--- config.mk ---
export PLATFORM = sky130hd
export DESIGN_NAME = tag_commit_sequencer
export DESIGN_NICKNAME = d
export VERILOG_FILES = /design/src/rtl/tag_commit_sequencer.sv
export SDC_FILE = /design/constraint.sdc
export NUM_CORES = 1
export LEC_CHECK = 0
export ABC_AREA = 1
export CAP_MARGIN = 20
export CORE_MARGIN = 2
export CORE_UTILIZATION = 47
export DETAILED_ROUTE_END_ITERATION = 10
export GPL_ROUTABILITY_DRIVEN = 0
export PLACE_DENSITY = 0.86
export SLEW_MARGIN = 15
export SYNTH_ARGS = -nofsm -noshare
export SYNTH_HDL_FRONTEND = slang
export SYNTH_SLANG_ARGS = --single-unit
--- constraint.sdc ---
create_clock -name clk -period 2.4 [get_ports clk]
set_input_delay 0.36 -clock clk [delete_from_list [all_inputs] [get_ports clk]]
set_output_delay 0.36 -clock clk [all_outputs]
set_load 0.02 [all_outputs]
--- src/rtl/tag_commit_sequencer.sv ---
// Read-side controller for the in-order tag FIFO: tracks occupancy and CDB completions,
// and offers each completed head tag on a valid/ready commit port, popping on handshake.
module tag_commit_sequencer #(
    parameter int unsigned FIFO_DEPTH = 4,
    parameter int unsigned TAG_WIDTH  = 4,
    localparam int unsigned CntWidth  = $clog2(FIFO_DEPTH) + 1,
    localparam int unsigned NumTags   = 2 ** TAG_WIDTH
) (
    input  logic                 clk,
    input  logic                 reset_n,
    input  logic                 alloc,
    input  logic [TAG_WIDTH-1:0] alloc_tag,
    input  logic [TAG_WIDTH-1:0] front_tag,
    output logic                 pop,
    input  logic                 cdb_valid,
    input  logic [TAG_WIDTH-1:0] cdb_tag,
    output logic                 commit_valid,
    output logic [TAG_WIDTH-1:0] commit_tag,
    input  logic                 commit_ready,
    output logic                 empty,
    output logic [CntWidth-1:0]  count,
    output logic                 overflow
);

    typedef enum logic [1:0] {StIdle, StWait, StCommit} state_e;

    state_e               state_q, state_d;
    logic [CntWidth-1:0]  count_q, count_d;
    logic [NumTags-1:0]   done_q, done_d;
    logic [TAG_WIDTH-1:0] commit_tag_q, commit_tag_d;
    logic                 overflow_q, overflow_d;

    logic handshake;
    logic full;
    logic alloc_acc;
    logic head_done;

    always_comb begin
        handshake = (state_q == StCommit) & commit_ready;
        full      = (count_q == CntWidth'(FIFO_DEPTH));
        // A full FIFO still takes a push when the head pops in the same cycle.
        alloc_acc = alloc & (~full | handshake);
        head_done = done_q[front_tag] | (cdb_valid & (cdb_tag == front_tag));

        overflow_d = overflow_q | (alloc & full & ~handshake);
        count_d    = count_q + CntWidth'(alloc_acc) - CntWidth'(handshake);

        // Priority: commit clear < CDB set < alloc clear (stale completion removal).
        done_d = done_q;
        if (handshake) begin
            done_d[commit_tag_q] = 1'b0;
        end
        if (cdb_valid) begin
            done_d[cdb_tag] = 1'b1;
        end
        if (alloc_acc) begin
            done_d[alloc_tag] = 1'b0;
        end

        state_d      = state_q;
        commit_tag_d = commit_tag_q;
        unique case (state_q)
            StIdle: begin
                if (count_d != '0) begin
                    state_d = StWait;
                end
            end
            StWait: begin
                if (head_done) begin
                    state_d      = StCommit;
                    commit_tag_d = front_tag;
                end
            end
            StCommit: begin
                if (handshake) begin
                    state_d = (count_d == '0) ? StIdle : StWait;
                end
            end
            default: state_d = StIdle;
        endcase
    end

    always_ff @(posedge clk or negedge reset_n) begin
        if (!reset_n) begin
            state_q      <= StIdle;
            count_q      <= '0;
            done_q       <= '0;
            commit_tag_q <= '0;
            overflow_q   <= 1'b0;
        end else begin
            state_q      <= state_d;
            count_q      <= count_d;
            done_q       <= done_d;
            commit_tag_q <= commit_tag_d;
            overflow_q   <= overflow_d;
        end
    end

    assign commit_valid = (state_q == StCommit);
    assign commit_tag   = commit_tag_q;
    assign pop          = handshake;
    assign empty        = (count_q == '0);
    assign count        = count_q;
    assign overflow     = overflow_q;

endmodule
==> impl_metrics.prom <==
# TYPE chip_impl_metric gauge
chip_impl_info{name="min-delay-path-class",value="input pin to asynchronous set/reset pin"} 1
chip_impl_metric{name="mean_area_per_synthesized_cell",unit="um^2"} 6.96
chip_impl_info{name="timing.critical_path.from_type",value="flip-flop"} 1
chip_impl_metric{name="power.leakage",unit="nW"} 1.04
chip_impl_metric{name="grt_pass1_wl",unit="um"} 7260
chip_impl_metric{name="ant_nets",unit=""} 0
chip_impl_metric{name="drtPass1Iterations",unit=""} 4
chip_impl_metric{name="cts_sinks",unit=""} 26
chip_impl_metric{name="multi_input_comb_area",unit="um^2"} 823
chip_impl_metric{name="synth.net_count",unit=""} 257
chip_impl_metric{name="worst_pin_slew",unit="ns"} 0.375
chip_impl_metric{name="die_h",unit="um"} 63.2
chip_impl_metric{name="worstSkewPairLatency",unit="ns"} 0.32
chip_impl_metric{name="seqCellArea",unit="um^2"} 651
chip_impl_metric{name="core-area",unit="um^2"} 3360
chip_impl_metric{name="detailed_placement_hpwl",unit="um"} 3230
chip_impl_metric{name="effective_utilization_at_floorplan",unit=""} 0.490
chip_impl_metric{name="design.portCount",unit=""} 28
chip_impl_metric{name="clk_pin_slew_worst_paths",unit="ns"} 0.14
chip_impl_metric{name="data_arrival_time_of_the_critical_path",unit="ns"} 2.51
chip_impl_metric{name="yosysWarnings",unit=""} 0
chip_impl_metric{name="finalWirelength",unit="um"} 4230
chip_impl_metric{name="synth.lib_cells_used.distinct",unit=""} 26
chip_impl_metric{name="layout-drive-gt1-share",unit=""} 0.103
chip_impl_info{name="timing.critical_path.to_type",value="flip-flop"} 1
chip_impl_metric{name="die_width",unit="um"} 63.2
chip_impl_metric{name="power_per_cell_area",unit="nW/um^2"} 1020
chip_impl_metric{name="finalCritPeriodShare",unit=""} 0.955
chip_impl_metric{name="vdd_ir_drop_max",unit="mV"} 0.409
chip_impl_metric{name="drc",unit=""} 0
chip_impl_metric{name="clock_skew",unit="ns"} 0.00832
chip_impl_metric{name="netlist_instances",unit=""} 237
chip_impl_metric{name="area_growth_syn_to_layout",unit="%"} 26.3
chip_impl_metric{name="drt-vias-per-instance",unit=""} 5.25
chip_impl_metric{name="worst_slack",unit="ns"} 0.108
chip_impl_metric{name="fin_cells",unit=""} 319
chip_impl_metric{name="critPathMaxFanout",unit=""} 3
chip_impl_metric{name="number_of_buffers_inserted_during_clock_tree_synthesis",unit=""} 3
chip_impl_metric{name="core.rowCount",unit=""} 21
chip_impl_metric{name="layout_min_cycle_time",unit="ns"} 2.29
chip_impl_metric{name="die_area",unit="um^2"} 4000
chip_impl_metric{name="fin_setup_tns",unit="ns"} 0
chip_impl_metric{name="filler_cell_count",unit=""} 327
chip_impl_info{name="tritoncts_clock_tree",value="done"} 1
chip_impl_metric{name="design_power_total",unit="mW"} 2.12
chip_impl_metric{name="layout.nets",unit=""} 295
chip_impl_metric{name="grt_max_degree",unit=""} 27
chip_impl_metric{name="finalInstanceArea",unit="um^2"} 2080
chip_impl_metric{name="grt_antenna_before_repair",unit=""} 0
chip_impl_metric{name="placed_cell_count",unit=""} 316
chip_impl_info{name="synth_top_area_cell",value="dfrtp_1"} 1
chip_impl_metric{name="synth.ff_latch_count",unit=""} 26
chip_impl_metric{name="drt-initial-drc-count",unit=""} 152
chip_impl_metric{name="cts.htree.levels",unit=""} 1
chip_impl_metric{name="synth.cell_area",unit="um^2"} 1650
chip_impl_metric{name="n_antenna_cell",unit=""} 0
chip_impl_metric{name="worst_slew_margin_rel",unit=""} 0.749
chip_impl_metric{name="slew_viols_final",unit=""} 0
chip_impl_metric{name="synthDominantCellAreaShare",unit=""} 0.395
chip_impl_info{name="path_class",value="flip-flop to flip-flop"} 1
chip_impl_metric{name="hold_violations",unit=""} 0
chip_impl_metric{name="wl_per_cell",unit="um"} 13.2
chip_impl_metric{name="setup-violations-final",unit=""} 0
chip_impl_metric{name="dpl_cell_area",unit="um^2"} 2030
chip_impl_metric{name="synth-seq-area-share",unit=""} 0.395
chip_impl_metric{name="max-clock-path-buffers",unit=""} 2
chip_impl_metric{name="via_count_of_the_first_global_routing_pass",unit=""} 1572
chip_impl_metric{name="fmaxAchievable",unit="MHz"} 436
chip_impl_metric{name="grt_util_all_layers",unit=""} 0.229
chip_impl_metric{name="route.vias.total",unit=""} 1675
chip_impl_info{name="synth_top_cells_by_area",value="dfrtp_1 (39%), o21ai_0 (12%), inv_1 (12%), nand2_1 (12%), nand3_1 (5.5%)"} 1
chip_impl_info{name="status",value="complete, no violations"} 1
chip_impl_metric{name="critical_path_rt",unit="ns"} 2.62
chip_impl_metric{name="pre_cts_slack",unit="ns"} -0.373
chip_impl_metric{name="portBuffers",unit=""} 27
chip_impl_metric{name="max-cap-violations",unit=""} 0
chip_impl_metric{name="grt.overflow.total",unit=""} 0
chip_impl_info{name="clockRootBuffer",value="clkbuf_4"} 1
-- repair_timing --
action,CTS,global route
setup endpoints to repair,1,1
endpoints found under the hold margin,0,0
setup buffers,0,0
gates resized for setup,2,8
hold buffers,0,0
pin swaps,0,1
-- cell usage in the layout, fill, tap and decap left out, types with 2 or more instances in the layout --
cell type         n
buf_4             7
o21ai_0          40
nand2_1          52
o21ai_1           8
o31ai_1           2
nor3_1            2
clkbuf_4          3
nor2_1           13
inv_1            49
clkdlybuf4s50_1  26
nand3_2           3
dfrtp_1          26
nand3_1          18
inv_2             6
-- critical path, stage by stage, from the launching register on --
cell and delay, ns:
dfrtp_1 0.41, inv_2 0.09, nand2_4 0.06, nor2_4 0.11
inv_2 0.06, a21oi_4 0.13, inv_2 0.06, ha_4 0.20
inv_1 0.05, ha_1 0.13, inv_1 0.06, fa_1 0.51
inv_2 0.05, nor2_2 0.07, nand2_1 0.06, o211ai_1 0.08
nand2_1 0.08
-- kinds of logic (layout without fill, tap and decap cells) --
logic type                 Yosys count  count (layout)  share of synthesized area
and+or+nand+nor                     95              95                      0.256
buffers and inverters               56              92                      0.130
AOI/OAI and AO/OA                   55              55                      0.181
DFF                                 26              26                      0.395
adders and majority gates            3               3                     0.0273
xor gates and xnor gates             2               2                     0.0106
-- path summary, 6_finish.rpt --
path,from,end,slack (ns),cells past startpoint
min in group clk,commit_ready,state_q[1]$_DFFE_PN0P_,0.50,3
max in group asynchronous,reset_n,done_q[6]$_DFF_PN0_,1.76,2
setup / recovery,state_q[0]$_DFFE_PN0P_,state_q[0]$_DFFE_PN0P_,0.11,16
setup reg to reg,state_q[0]$_DFFE_PN0P_,state_q[0]$_DFFE_PN0P_,0.11,16
hold / removal,reset_n,done_q[12]$_DFF_PN0_,0.39,2
hold reg to reg,overflow$_DFF_PN0_,overflow$_DFF_PN0_,0.50,1
-- state kept, by name, summed over array words and instances, names as in the netlist --
name	count
done_q	16
commit_tag	4
count	3
state_q	2
overflow	1
-- metrics by stage --
stage / hold WS, ns / utilization
finish: 0.386 / 0.619
global route: 0.423 / 0.619
CTS: 0.403 / 0.609
detailed placement: 0.470 / 0.603
global placement: 0.465 / 0.603
floorplan: 0.0644 / -
-- cell usage after synthesis (all sizes together) --
master / count
a21oi: 2
a31o: 1
buf: 1
dfrtp: 26
fa: 1
ha: 2
inv: 55
nand2: 54
nand3: 21
nand3b: 1
nor2: 15
nor3: 2
nor3b: 1
o211ai: 1
o21ai: 48
o22ai: 1
o31ai: 2
or2: 1
xnor2: 1
xor2: 1
-- layer usage --
metal,vias to the layer above,part of all wire,global-route usage
met3,12,0.087,0.0393
met4,0,0.024,0.0870
met5,-,0,0
met1,763,0.42,0.309
li1,819,-,-
met2,81,0.47,0.370
-- area by class of cell --
cell class                 count  share of cell area
tap                           46              0.0276
inverter                      55              0.0992
multi-input combinational    155               0.395
clock buffer                   3              0.0108
timing repair buffer          34               0.154
sequential                    26               0.312
-- power breakdown --
group,internal (mW),switching (mW)
Combinational,0.482,0.636
Sequential,0.635,0.181
Clock,0.0589,0.129
No activity file was read; power rests on OpenSTA's default activity.
